### src/rtl/p7_mem_ctrl.sv
// -----------------------------------------------------------------------------
// p7_mem_ctrl
//   Memory / I/O controller between the CPU memory port and a 256x16
//   synchronous-read RAM. Serves CPU reads and writes, signals completion
//   with a one-cycle mem_ready pulse, and maps switches (SW) and an LED
//   register (LEDR) into the upper half of the 9-bit address space.
//
//   Optional feature macro: P7_PREFETCH_EN
//     When defined, the word after each RAM read is prefetched while the
//     controller sits in RESP, so a sequential fetch completes one cycle
//     sooner. When undefined, every RAM read takes the two-cycle path.
//
// Ports
//   clk         in   1   system clock, rising edge
//   reset_n     in   1   synchronous active-low reset
//   mem_cmd     in   2   00 none, 01 read, 10 write, 11 none
//   mem_addr    in   9   word address; [8]=0 RAM, [8]=1 I/O
//   write_data  in  16   store data from CPU
//   read_data   out 16   registered load data
//   mem_ready   out  1   one-cycle completion pulse
//   ram_addr    out  8   RAM address (combinational)
//   ram_din     out 16   RAM write data (= write_data)
//   ram_we      out  1   RAM write enable (combinational)
//   ram_dout    in  16   RAM read data, one cycle after ram_addr
//   SW          in   8   switch inputs
//   LEDR        out  8   LED register
// -----------------------------------------------------------------------------
module p7_mem_ctrl #(
    parameter logic [8:0] LED_ADDR = 9'h100,
    parameter logic [8:0] SW_ADDR  = 9'h140
) (
    input  logic        clk,
    input  logic        reset_n,
    input  logic [1:0]  mem_cmd,
    input  logic [8:0]  mem_addr,
    input  logic [15:0] write_data,
    output logic [15:0] read_data,
    output logic        mem_ready,
    output logic [7:0]  ram_addr,
    output logic [15:0] ram_din,
    output logic        ram_we,
    input  logic [15:0] ram_dout,
    input  logic [7:0]  SW,
    output logic [7:0]  LEDR
);

    typedef enum logic [1:0] {
        S_IDLE    = 2'd0,
        S_RD_WAIT = 2'd1,
        S_RESP    = 2'd2
    } state_t;

    state_t      r_state;
    state_t      w_state_nxt;
    logic [15:0] r_read_data;
    logic [7:0]  r_ledr;

    // Command decode; commands are only honoured while idle
    logic w_idle;
    logic w_acc_rd;
    logic w_acc_wr;
    logic w_ram_sel;
    logic w_ram_rd;
    logic w_ram_wr;

    // Prefetch interface seen by the common datapath
    logic        w_pf_hit;
    logic        w_pf_issue;
    logic [7:0]  w_pf_next_addr;
    logic [15:0] w_pf_rdata;

    assign w_idle    = (r_state == S_IDLE);
    assign w_acc_rd  = w_idle && (mem_cmd == 2'b01);
    assign w_acc_wr  = w_idle && (mem_cmd == 2'b10);
    assign w_ram_sel = ~mem_addr[8];
    assign w_ram_rd  = w_acc_rd && w_ram_sel;
    assign w_ram_wr  = w_acc_wr && w_ram_sel;

`ifdef P7_PREFETCH_EN
    logic        r_pf_valid;
    logic        r_pf_pending;
    logic [7:0]  r_pf_addr;
    logic [15:0] r_pf_data;
    logic [7:0]  r_rd_addr;   // address of the last accepted access
    logic        r_rd_ram;    // last accepted access was a RAM read

    // While pending, the prefetched word is on ram_dout this very cycle
    assign w_pf_rdata     = r_pf_pending ? ram_dout : r_pf_data;
    assign w_pf_hit       = w_ram_rd && (r_pf_valid || r_pf_pending) &&
                            ({1'b0, r_pf_addr} == mem_addr);
    assign w_pf_issue     = (r_state == S_RESP) && r_rd_ram;
    assign w_pf_next_addr = r_rd_addr + 8'd1;

    always_ff @(posedge clk) begin
        if (!reset_n) begin
            r_pf_valid   <= 1'b0;
            r_pf_pending <= 1'b0;
            r_pf_addr    <= '0;
            r_pf_data    <= '0;
            r_rd_addr    <= '0;
            r_rd_ram     <= 1'b0;
        end else begin
            if (w_acc_rd || w_acc_wr) begin
                r_rd_ram  <= w_ram_rd;
                r_rd_addr <= mem_addr[7:0];
            end
            // Issuing retargets the buffer, so old contents become stale
            if (w_pf_issue) begin
                r_pf_pending <= 1'b1;
                r_pf_valid   <= 1'b0;
                r_pf_addr    <= w_pf_next_addr;
            end
            if (r_pf_pending) begin
                r_pf_data    <= ram_dout;
                r_pf_valid   <= 1'b1;
                r_pf_pending <= 1'b0;
            end
            // A RAM write may alias the buffered word: drop it, and this
            // takes priority over a capture landing on the same edge
            if (w_ram_wr) begin
                r_pf_valid   <= 1'b0;
                r_pf_pending <= 1'b0;
            end
        end
    end
`else
    assign w_pf_hit       = 1'b0;
    assign w_pf_issue     = 1'b0;
    assign w_pf_next_addr = '0;
    assign w_pf_rdata     = '0;
`endif

    // State register
    always_ff @(posedge clk) begin
        if (!reset_n) begin
            r_state <= S_IDLE;
        end else begin
            r_state <= w_state_nxt;
        end
    end

    // Next state and RAM-side controls
    always_comb begin
        w_state_nxt = r_state;
        ram_addr    = mem_addr[7:0];
        ram_we      = 1'b0;
        unique case (r_state)
            S_IDLE: begin
                if (w_acc_rd) begin
                    w_state_nxt = (w_ram_sel && !w_pf_hit) ? S_RD_WAIT : S_RESP;
                end else if (w_acc_wr) begin
                    w_state_nxt = S_RESP;
                end
                ram_we = w_ram_wr && reset_n;
            end
            S_RD_WAIT: begin
                w_state_nxt = S_RESP;
            end
            S_RESP: begin
                w_state_nxt = S_IDLE;
                if (w_pf_issue) begin
                    ram_addr = w_pf_next_addr;
                end
            end
            default: begin
                w_state_nxt = S_IDLE;
            end
        endcase
    end

    // Read data and LED register
    always_ff @(posedge clk) begin
        if (!reset_n) begin
            r_read_data <= '0;
            r_ledr      <= '0;
        end else begin
            if (w_acc_rd) begin
                if (w_ram_sel) begin
                    if (w_pf_hit) begin
                        r_read_data <= w_pf_rdata;
                    end
                end else if (mem_addr == SW_ADDR) begin
                    r_read_data <= {8'h00, SW};
                end else begin
                    r_read_data <= '0;
                end
            end
            if (r_state == S_RD_WAIT) begin
                r_read_data <= ram_dout;
            end
            if (w_acc_wr && (mem_addr == LED_ADDR)) begin
                r_ledr <= write_data[7:0];
            end
        end
    end

    assign read_data = r_read_data;
    assign LEDR      = r_ledr;
    assign ram_din   = write_data;
    assign mem_ready = reset_n && (r_state == S_RESP);

endmodule

### config.mk
export PLATFORM = sky130hd
export DESIGN_NAME = p7_mem_ctrl
export DESIGN_NICKNAME = d
export VERILOG_FILES = /design/src/rtl/p7_mem_ctrl.sv
export SDC_FILE = /design/constraint.sdc
export NUM_CORES = 1
export LEC_CHECK = 0
export BUFFER_PORTS_ARGS = -buffer_cell sky130_fd_sc_hd__buf_2
export CAP_MARGIN = 20
export CORE_ASPECT_RATIO = 0.5
export CORE_MARGIN = 2
export CORE_UTILIZATION = 41
export CTS_CLUSTER_DIAMETER = 30
export DETAILED_ROUTE_END_ITERATION = 10
export PLACE_DENSITY = 0.85
export SETUP_SLACK_MARGIN = 0.1
export SYNTH_ARGS = -nofsm -noshare
export SYNTH_HDL_FRONTEND = slang
export SYNTH_SLANG_ARGS = --single-unit
### constraint.sdc
create_clock -name clk -period 3.25 [get_ports clk]
set_input_delay 0.325 -clock clk [delete_from_list [all_inputs] [get_ports clk]]
set_output_delay 0.325 -clock clk [all_outputs]
set_load 0.02 [all_outputs]
; ---- After elaboration in Yosys (flattened, before gate mapping)
; Index checks and enable logic that the tools add are counted.
[word_totals]
inputBits = 53
regBits = 26
[classes]
bitwise_logic = 1
mux = 9
n_reduce_logical = 10
eq_ne = 7
[op_table]
columns = cell, n
row1 = 16-bit 2-to-1 mux, 3
row2 = 9-bit equality test (second input constant), 2
row3 = 8-bit 2-to-1 mux, 1
row4 = 1-bit logical AND, 6
row5 = 2-bit 2-to-1 mux, 3
row6 = 2-bit by 1-bit equality test with 1-bit output (second input constant), 2
row7 = 2-bit equality test (second input constant), 2
row8 = 2-bit one-hot mux with 2 select lines, 1
row9 = 2-bit nonzero test, 2
row10 = 3-bit by 1-bit != test with 1-bit output (second input constant), 1
row11 = 2-bit logical NOT, 1
row12 = 2-bit AND reduction, 1
row13 = 1-bit 2-to-1 mux, 1
row14 = 1-bit NOT, 1

; ---- Depth between registers and ports, before layout
; Gate-level depths: netlist of run 1.
[logic_depth]
depth_word = 5
depth_mapped = 5

; ---- Least setup slack after synthesis of run 1
; OpenSTA, ideal clock, no wires.
[synth_path]
path_kind = in2out
start = input reset_n
end = output ram_we
n_path_buf = 1
t_arrival_ps = 1556
stages = 4
path_slack_ps = 1369
t_required_ps = 2925
path_cell_list = buf_2 or3b_2 or2_2 nor2_1
[synth_between]
elab_chain_cells = 2
[synth_rtl]
columns = element, line
row1 = start: declaration, 33  ; input logic reset_n,
row2 = 1-bit logical AND, 154  ; ram_we = w_ram_wr && reset_n;
row3 = 1-bit 2-to-1 mux, 147  ; unique case (r_state)
row4 = end: declaration, 41  ; output logic ram_we,
; No other way between the ends.

; ---- Final worst setup path of run 1
[layout_path]
start = register r_state[0]
end = output ram_we
[layout_between]
elab_chain_cells = 5
[layout_rtl]
columns = element, line
row1 = start: declaration, 53  ; state_t r_state;
row2 = start signal: assignment, 138  ; r_state <= w_state_nxt;
row3 = 2-bit logical NOT *, "72, 147"
row4 = 1-bit logical AND, 74  ; assign w_acc_wr = w_idle && (mem_cmd == 2'b10);
row5 = 1-bit logical AND, 77  ; assign w_ram_wr = w_acc_wr && w_ram_sel;
row6 = 1-bit logical AND, 154
row7 = 1-bit 2-to-1 mux *, 147
; Mark *: on every way between the ends. The rest lies on a longest branch, timed or not.

==> results of run 1 <==
-- cell families after synthesis --
family	Yosys count	share of synthesized area [%]
AOI/OAI and AO/OA	18	13.4
DFF	26	42.4
buffers and inverters	30	16.7
and+or+nand+nor	40	21.0
muxes	8	6.52
-- cell type report --
cell class,count,area [um^2]
clock buffers,4,55.1
fillers,241,1140
inverters,1,3.75
multi-input cells,66,508
flip-flops and latches,26,520
well taps,37,46.3
repair buffers,87,438
-- through the flow --
stage                     util [%]  hold slack (ns)
after floorplan                  -            0.401
after global placement        55.8            0.440
after detailed placement      55.8            0.447
after CTS                     57.9            0.256
after global routing          57.9            0.250
final                         57.9            0.264
-- layer usage --
layer	routed length, um	share of wire (%)
met5	0	0
met4	41	1.5
met3	196	7.2
met2	1380	51
met1	1100	40
-- power by group through the flow --
stage / logic (mW) / registers, mW / clock network, mW
finish: 0.0924 / 0.327 / 0.201
global route: 0.0999 / 0.327 / 0.225
CTS: 0.0934 / 0.327 / 0.209
detailed placement: 0.0932 / 0.334 / 0
global placement: 0.0909 / 0.334 / 0
floorplan: 0.0684 / 0.338 / 0
-- flip-flops by register name (all words and copies together) (netlist names) --
register   count
r_state        2
LEDR           8
read_data     16
-- cell usage after synthesis, types with 2 or more instances --
| master | number |
|---|---|
| buf_4 | 24 |
| nand2_1 | 17 |
| mux2i_1 | 8 |
| nor4_4 | 2 |
| a221o_1 | 8 |
| and3b_1 | 2 |
| clkbuf_1 | 2 |
| buf_2 | 2 |
| and2_0 | 7 |
| nor2_1 | 3 |
| a22o_1 | 8 |
| dfxtp_1 | 26 |
-- path summary, 6_finish.rpt --
path,startpoint,endpoint,slack (ns),cells past startpoint
max,r_state[0],ram_we,1.21,4
min reg2reg,LEDR[3],LEDR[3],0.46,2
max reg2reg,r_state[0],LEDR[2],1.43,3
min,ram_dout[14],read_data[14],0.26,2
==> out/metrics.yaml, run 1 <==
worstPathCellList: "or3b_2 > or2_2 > nor2_1 > buf_2"
critPathMaxStageDelay_ns: 0.52
clk_latency_ns: 0.26
slew_viol_final: 0
antenna_found_initial: 0
finClkSkew_ns: 0.00121
crit_slowest_cell: "or3b_2"
path_buf_inv: 1
setup_viol: 0
power.total_mw: 0.620
cp-start-kind: "register"
syn_nets: 175
grt_pass1_wl_mm: 4.18
async_flop_share_pct: 0
finalNetCount: 238
coreArea_mm2: 0.00272
dieHeight_um: 42.7
area_delta_synth_final_pct: 27.9
globalRouteMet2Util_pct: 27.5
drive_above_1_share_pct: 53.3
initial_utilization_pct: 45.2
ir_drop_mv: 0.244
root_buffer: "clkbuf_8"
clk_pin_slew_ns: 0.08
vias: 1062
syn-cell-area_mm2: 0.00123
arrival_ns: 1.71
htreeDepth: 1
fp.dieW_um: 81.4
rsz0062_at_grt: "no"
cts_setup_buffers: 0
slew_headroom_pct: 53.8
p_sw_share_pct: 23.9
grt_max_degree: 21
wire_per_inst_um: 12.3
end_kind: "output pin"
grt_pass1_vias: 958
critical_path_class: "register to output pin"
drtIter0Drc: 58
final_common_cell: "buf_2"
diodes: 0
synth_area_leaders: "dfxtp_1, buf_4, a221o_1"
cp_max_fo: 6
critPathTopFamily: "simple AND/OR/NAND/NOR gates"
numCtsBuffers: 3
drt-pass1-iter-count: 4
status: "finished clean"
routed_wl_mm: 2.71
grt_usage_pct: 15.6
gp_congestion: 0.799
drv_cap: 0
cellPowerDensity_mw_per_mm2: 394
synth.distinct_cells: 25
fin_ws_ns: 1.21
hold_viol_final: 0
synth_cells: 122
cts_max_path_buffers: 2
postRouteAntennaNets: 0
p_clk_share_pct: 32.4
fmax_mhz: 491
p_sw_mw: 0.148
netlist.top_cell.by_area: "dfxtp_1"
synth_top_flop_cell: "dfxtp_1"
power.leakage_nw: 0.799
seq_power_share_pct: 52.7
ys_ff_latch: 26
io_buffers: 86
stdcell_count: 221
dp_cells: 217
yosysWarnings: 0
dpl_cell_area_mm2: 0.00152
synth_edf_count: 0
grtUsageMet3_pct: 5.32
ys_seq_area_share_pct: 42.4
ios: 103
top_usage_layer: "met2"
internal-power_mw: 0.471
p_comb_share_pct: 14.9
worst_slew_pin_slew_ns: 0.688
drc: 0
setup_tns_ns: 0
ctsHoldBuffers: 0
cts_resized: 0
hold_path.class: "primary input to register"
clock_sink_count: 26
grt_overflow: 0
grt_use_met1_pct: 17.1
cts_tree: "yes"
fin_area_mm2: 0.00157
layout_common_cells: "buf_2, dfxtp_1, nand2_1"
yosysTopAreaCellShare_pct: 42.4
worst_ep_required_time_ns: 2.92
vias_per_cell: 4.81
place_ws_ns: 1.22
fin_crit_sh_pct: 62.7
dp_hpwl_mm: 2.15
min_period_ns: 2.04
die_area_mm2: 0.00348
postSynthAreaPerCell_um2: 10.1
row_count: 13
Power figures use the tool's default switching activity.
==> run 2: changes to the inputs <==
Settings changed: CORE_UTILIZATION 41 to 34, PLACE_DENSITY 0.85 to 0.75.
Clock period 3.25 ns to 1.65 ns, I/O delays scaled along.
==> run 2 against run 1 <==
  * Non-clock buffer count up 7
  * Cell area up 7.2%
  * Worst setup slack worse by 1.2 ns
  * Global-route usage down 3.2 points
  * Worst hold slack worse by 0.17 ns
  * Wire length up 2.4%
  * Critical endpoint unchanged
==> out/metrics.yaml, run 2 (synthesis results as in run 1) <==
vias: 1084  # was 1062
status: "finished clean"  # unchanged
cellPowerDensity_mw_per_mm2: 739  # was 394 mW/mm^2
drt-pass1-iter-count: 4  # unchanged
power.leakage_nw: 0.844  # was 0.799 nW
drtIter0Drc: 12  # was 58
die_area_mm2: 0.00414  # was 0.00348 mm^2
setup_tns_ns: 0  # unchanged
cts_tree: "yes"  # unchanged
finClkSkew_ns: 0.00285  # was 0.00121 ns
p_sw_share_pct: 24.5  # was 23.9%
setup_viol: 0  # unchanged
seq_power_share_pct: 51.5  # was 52.7%
routed_wl_mm: 2.78  # was 2.71 mm
drv_cap: 0  # unchanged
grt_overflow: 0  # unchanged
ios: 103  # unchanged
internal-power_mw: 0.941  # was 0.471 mW
ir_drop_mv: 0.288  # was 0.244 mV
utilization_pct: 48.8  # was 57.9%
largest_register_ffs: 16  # unchanged
cp-start-kind: "register"  # unchanged
dieHeight_um: 46.5  # was 42.7 um
dp_hpwl_mm: 2.18  # was 2.15 mm
min_period_ns: 1.65
hold_path.class: "primary input to register"  # unchanged
postRouteAntennaNets: 0  # unchanged
gp_congestion: 0.827  # was 0.799
end_kind: "output pin"  # unchanged
initial_utilization_pct: 35.6  # was 45.2%
p_sw_mw: 0.305  # was 0.148 mW
p_clk_share_pct: 32.5  # was 32.4%
grt_max_degree: 17  # was 21
layout_common_cells: "buf_2, dfxtp_1, nand2_1"  # unchanged
critical_path_class: "register to output pin"  # unchanged
finalNetCount: 245  # was 238
area_delta_synth_final_pct: 37.2  # was 27.9%
drc: 0  # unchanged
worst_ep_required_time_ns: 1.48  # was 2.92 ns
final.fill_count: 362  # was 241
p_comb_share_pct: 16.0  # was 14.9%
fin_area_mm2: 0.00169  # was 0.00157 mm^2
rsz0062_at_grt: "yes"  # was no
grt_pass1_wl_mm: 3.89  # was 4.18 mm
fp.dieW_um: 89.0  # was 81.4 um
slew_headroom_pct: 66.1  # was 53.8%
row_count: 15  # was 13
globalRouteMet2Util_pct: 21.9  # was 27.5%
dpl_cell_area_mm2: 0.00158  # was 0.00152 mm^2
numCtsBuffers: 3  # unchanged
clk_pin_slew_ns: 0.08  # about the same
wire_per_inst_um: 11.5  # was 12.3 um
top_usage_layer: "met2"  # unchanged
io_buffers: 86  # unchanged
final_common_cell: "buf_2"  # unchanged
vias_per_cell: 4.48  # was 4.81
arrival_ns: 1.48  # was 1.71 ns
htreeDepth: 1  # unchanged
worst_slew_pin_slew_ns: 0.508  # was 0.688 ns
grt_usage_pct: 12.4  # was 15.6%
worstRegToRegCells: 5  # was 3
grt_use_met1_pct: 14.8  # was 17.1%
cp_max_fo: 2  # was 6
grtUsageMet3_pct: 3.76  # was 5.32%
cts_max_path_buffers: 2  # unchanged
antenna_found_initial: 0  # unchanged
root_buffer: "clkbuf_8"  # unchanged
fin_crit_sh_pct: 99.7
fmax_mhz: 608
slew_viol_final: 0  # unchanged
ctsHoldBuffers: 0  # unchanged
coreArea_mm2: 0.00345  # was 0.00272 mm^2
hold_viol_final: 0  # unchanged
clk_latency_ns: 0.27  # was 0.26 ns
clock_sink_count: 26  # unchanged
hold_depth: 2  # unchanged
diodes: 0  # unchanged
holdWs_ns: 0.0919  # was 0.264 ns
grt_pass1_vias: 911  # was 958
drive_above_1_share_pct: 57.1  # was 53.3%
[run 2: changes by cell type in the layout (fill, tap and decap cells not counted), sizes merged]
cell | before | now
buf | 87 | 94
[run 2: repair_timing]
action                     CTS  global route
setup endpoints to repair    1            17
gates resized for setup      8             0
pin swaps                    2             1
buffers inserted             2             1
[run 2: worst paths after layout]
check             slack [ns]    endpoint        from
setup / recovery       0.004      ram_we  r_state[0]
hold / removal          0.09  r_state[0]  mem_cmd[1]
setup reg to reg        0.07     LEDR[5]  r_state[0]
hold reg to reg         0.45  r_state[1]  r_state[1]
[run 2: routing by layer]
layer  share of wire, %  vias up
met5                  0        -
met4                1.1        0
met3                5.6        6
met2                 52       32
met1                 41      500
li1                   -      546
[run 2: layout make-up]
class                           count  area, um^2  share of cell area [%]
Inverter                            1        3.75                   0.223
Clock buffer                        4        55.1                    3.27
Sequential cell                    26         526                    31.2
Multi-Input combinational cell     66         524                    31.1
Tap cell                           51        63.8                    3.79
Timing Repair Buffer               94         513                    30.4
[run 2: power by group through the flow]
stage          sequential (mW)  clock [mW]  combinational (mW)
2_1_floorplan            0.666           0               0.137
3_3_place_gp             0.657           0               0.187
3_5_place_dp             0.658           0               0.189
4_1_cts                  0.642       0.427               0.197
5_1_grt                  0.643       0.441               0.215
6_report                 0.642       0.405               0.199
[run 2: metrics by stage]
| stage | power [mW] | instances | worst slack [ns] |
|---|---|---|---|
| floorplan | 0.803 | 122 | 0.0505 |
| global placement | 0.844 | 235 | 0.0852 |
| detailed placement | 0.847 | 235 | 0.0400 |
| CTS | 1.27 | 241 | -0.00343 |
| global route | 1.30 | 242 | -0.0410 |
| finish | 1.25 | 242 | 0.00440 |
[run 2: critical path: stages, from the launching register on]
cell	delay [ns]
dfxtp_4	0.35
or3b_4	0.41
or2_4	0.26
nor2_4	0.08
buf_6	0.12
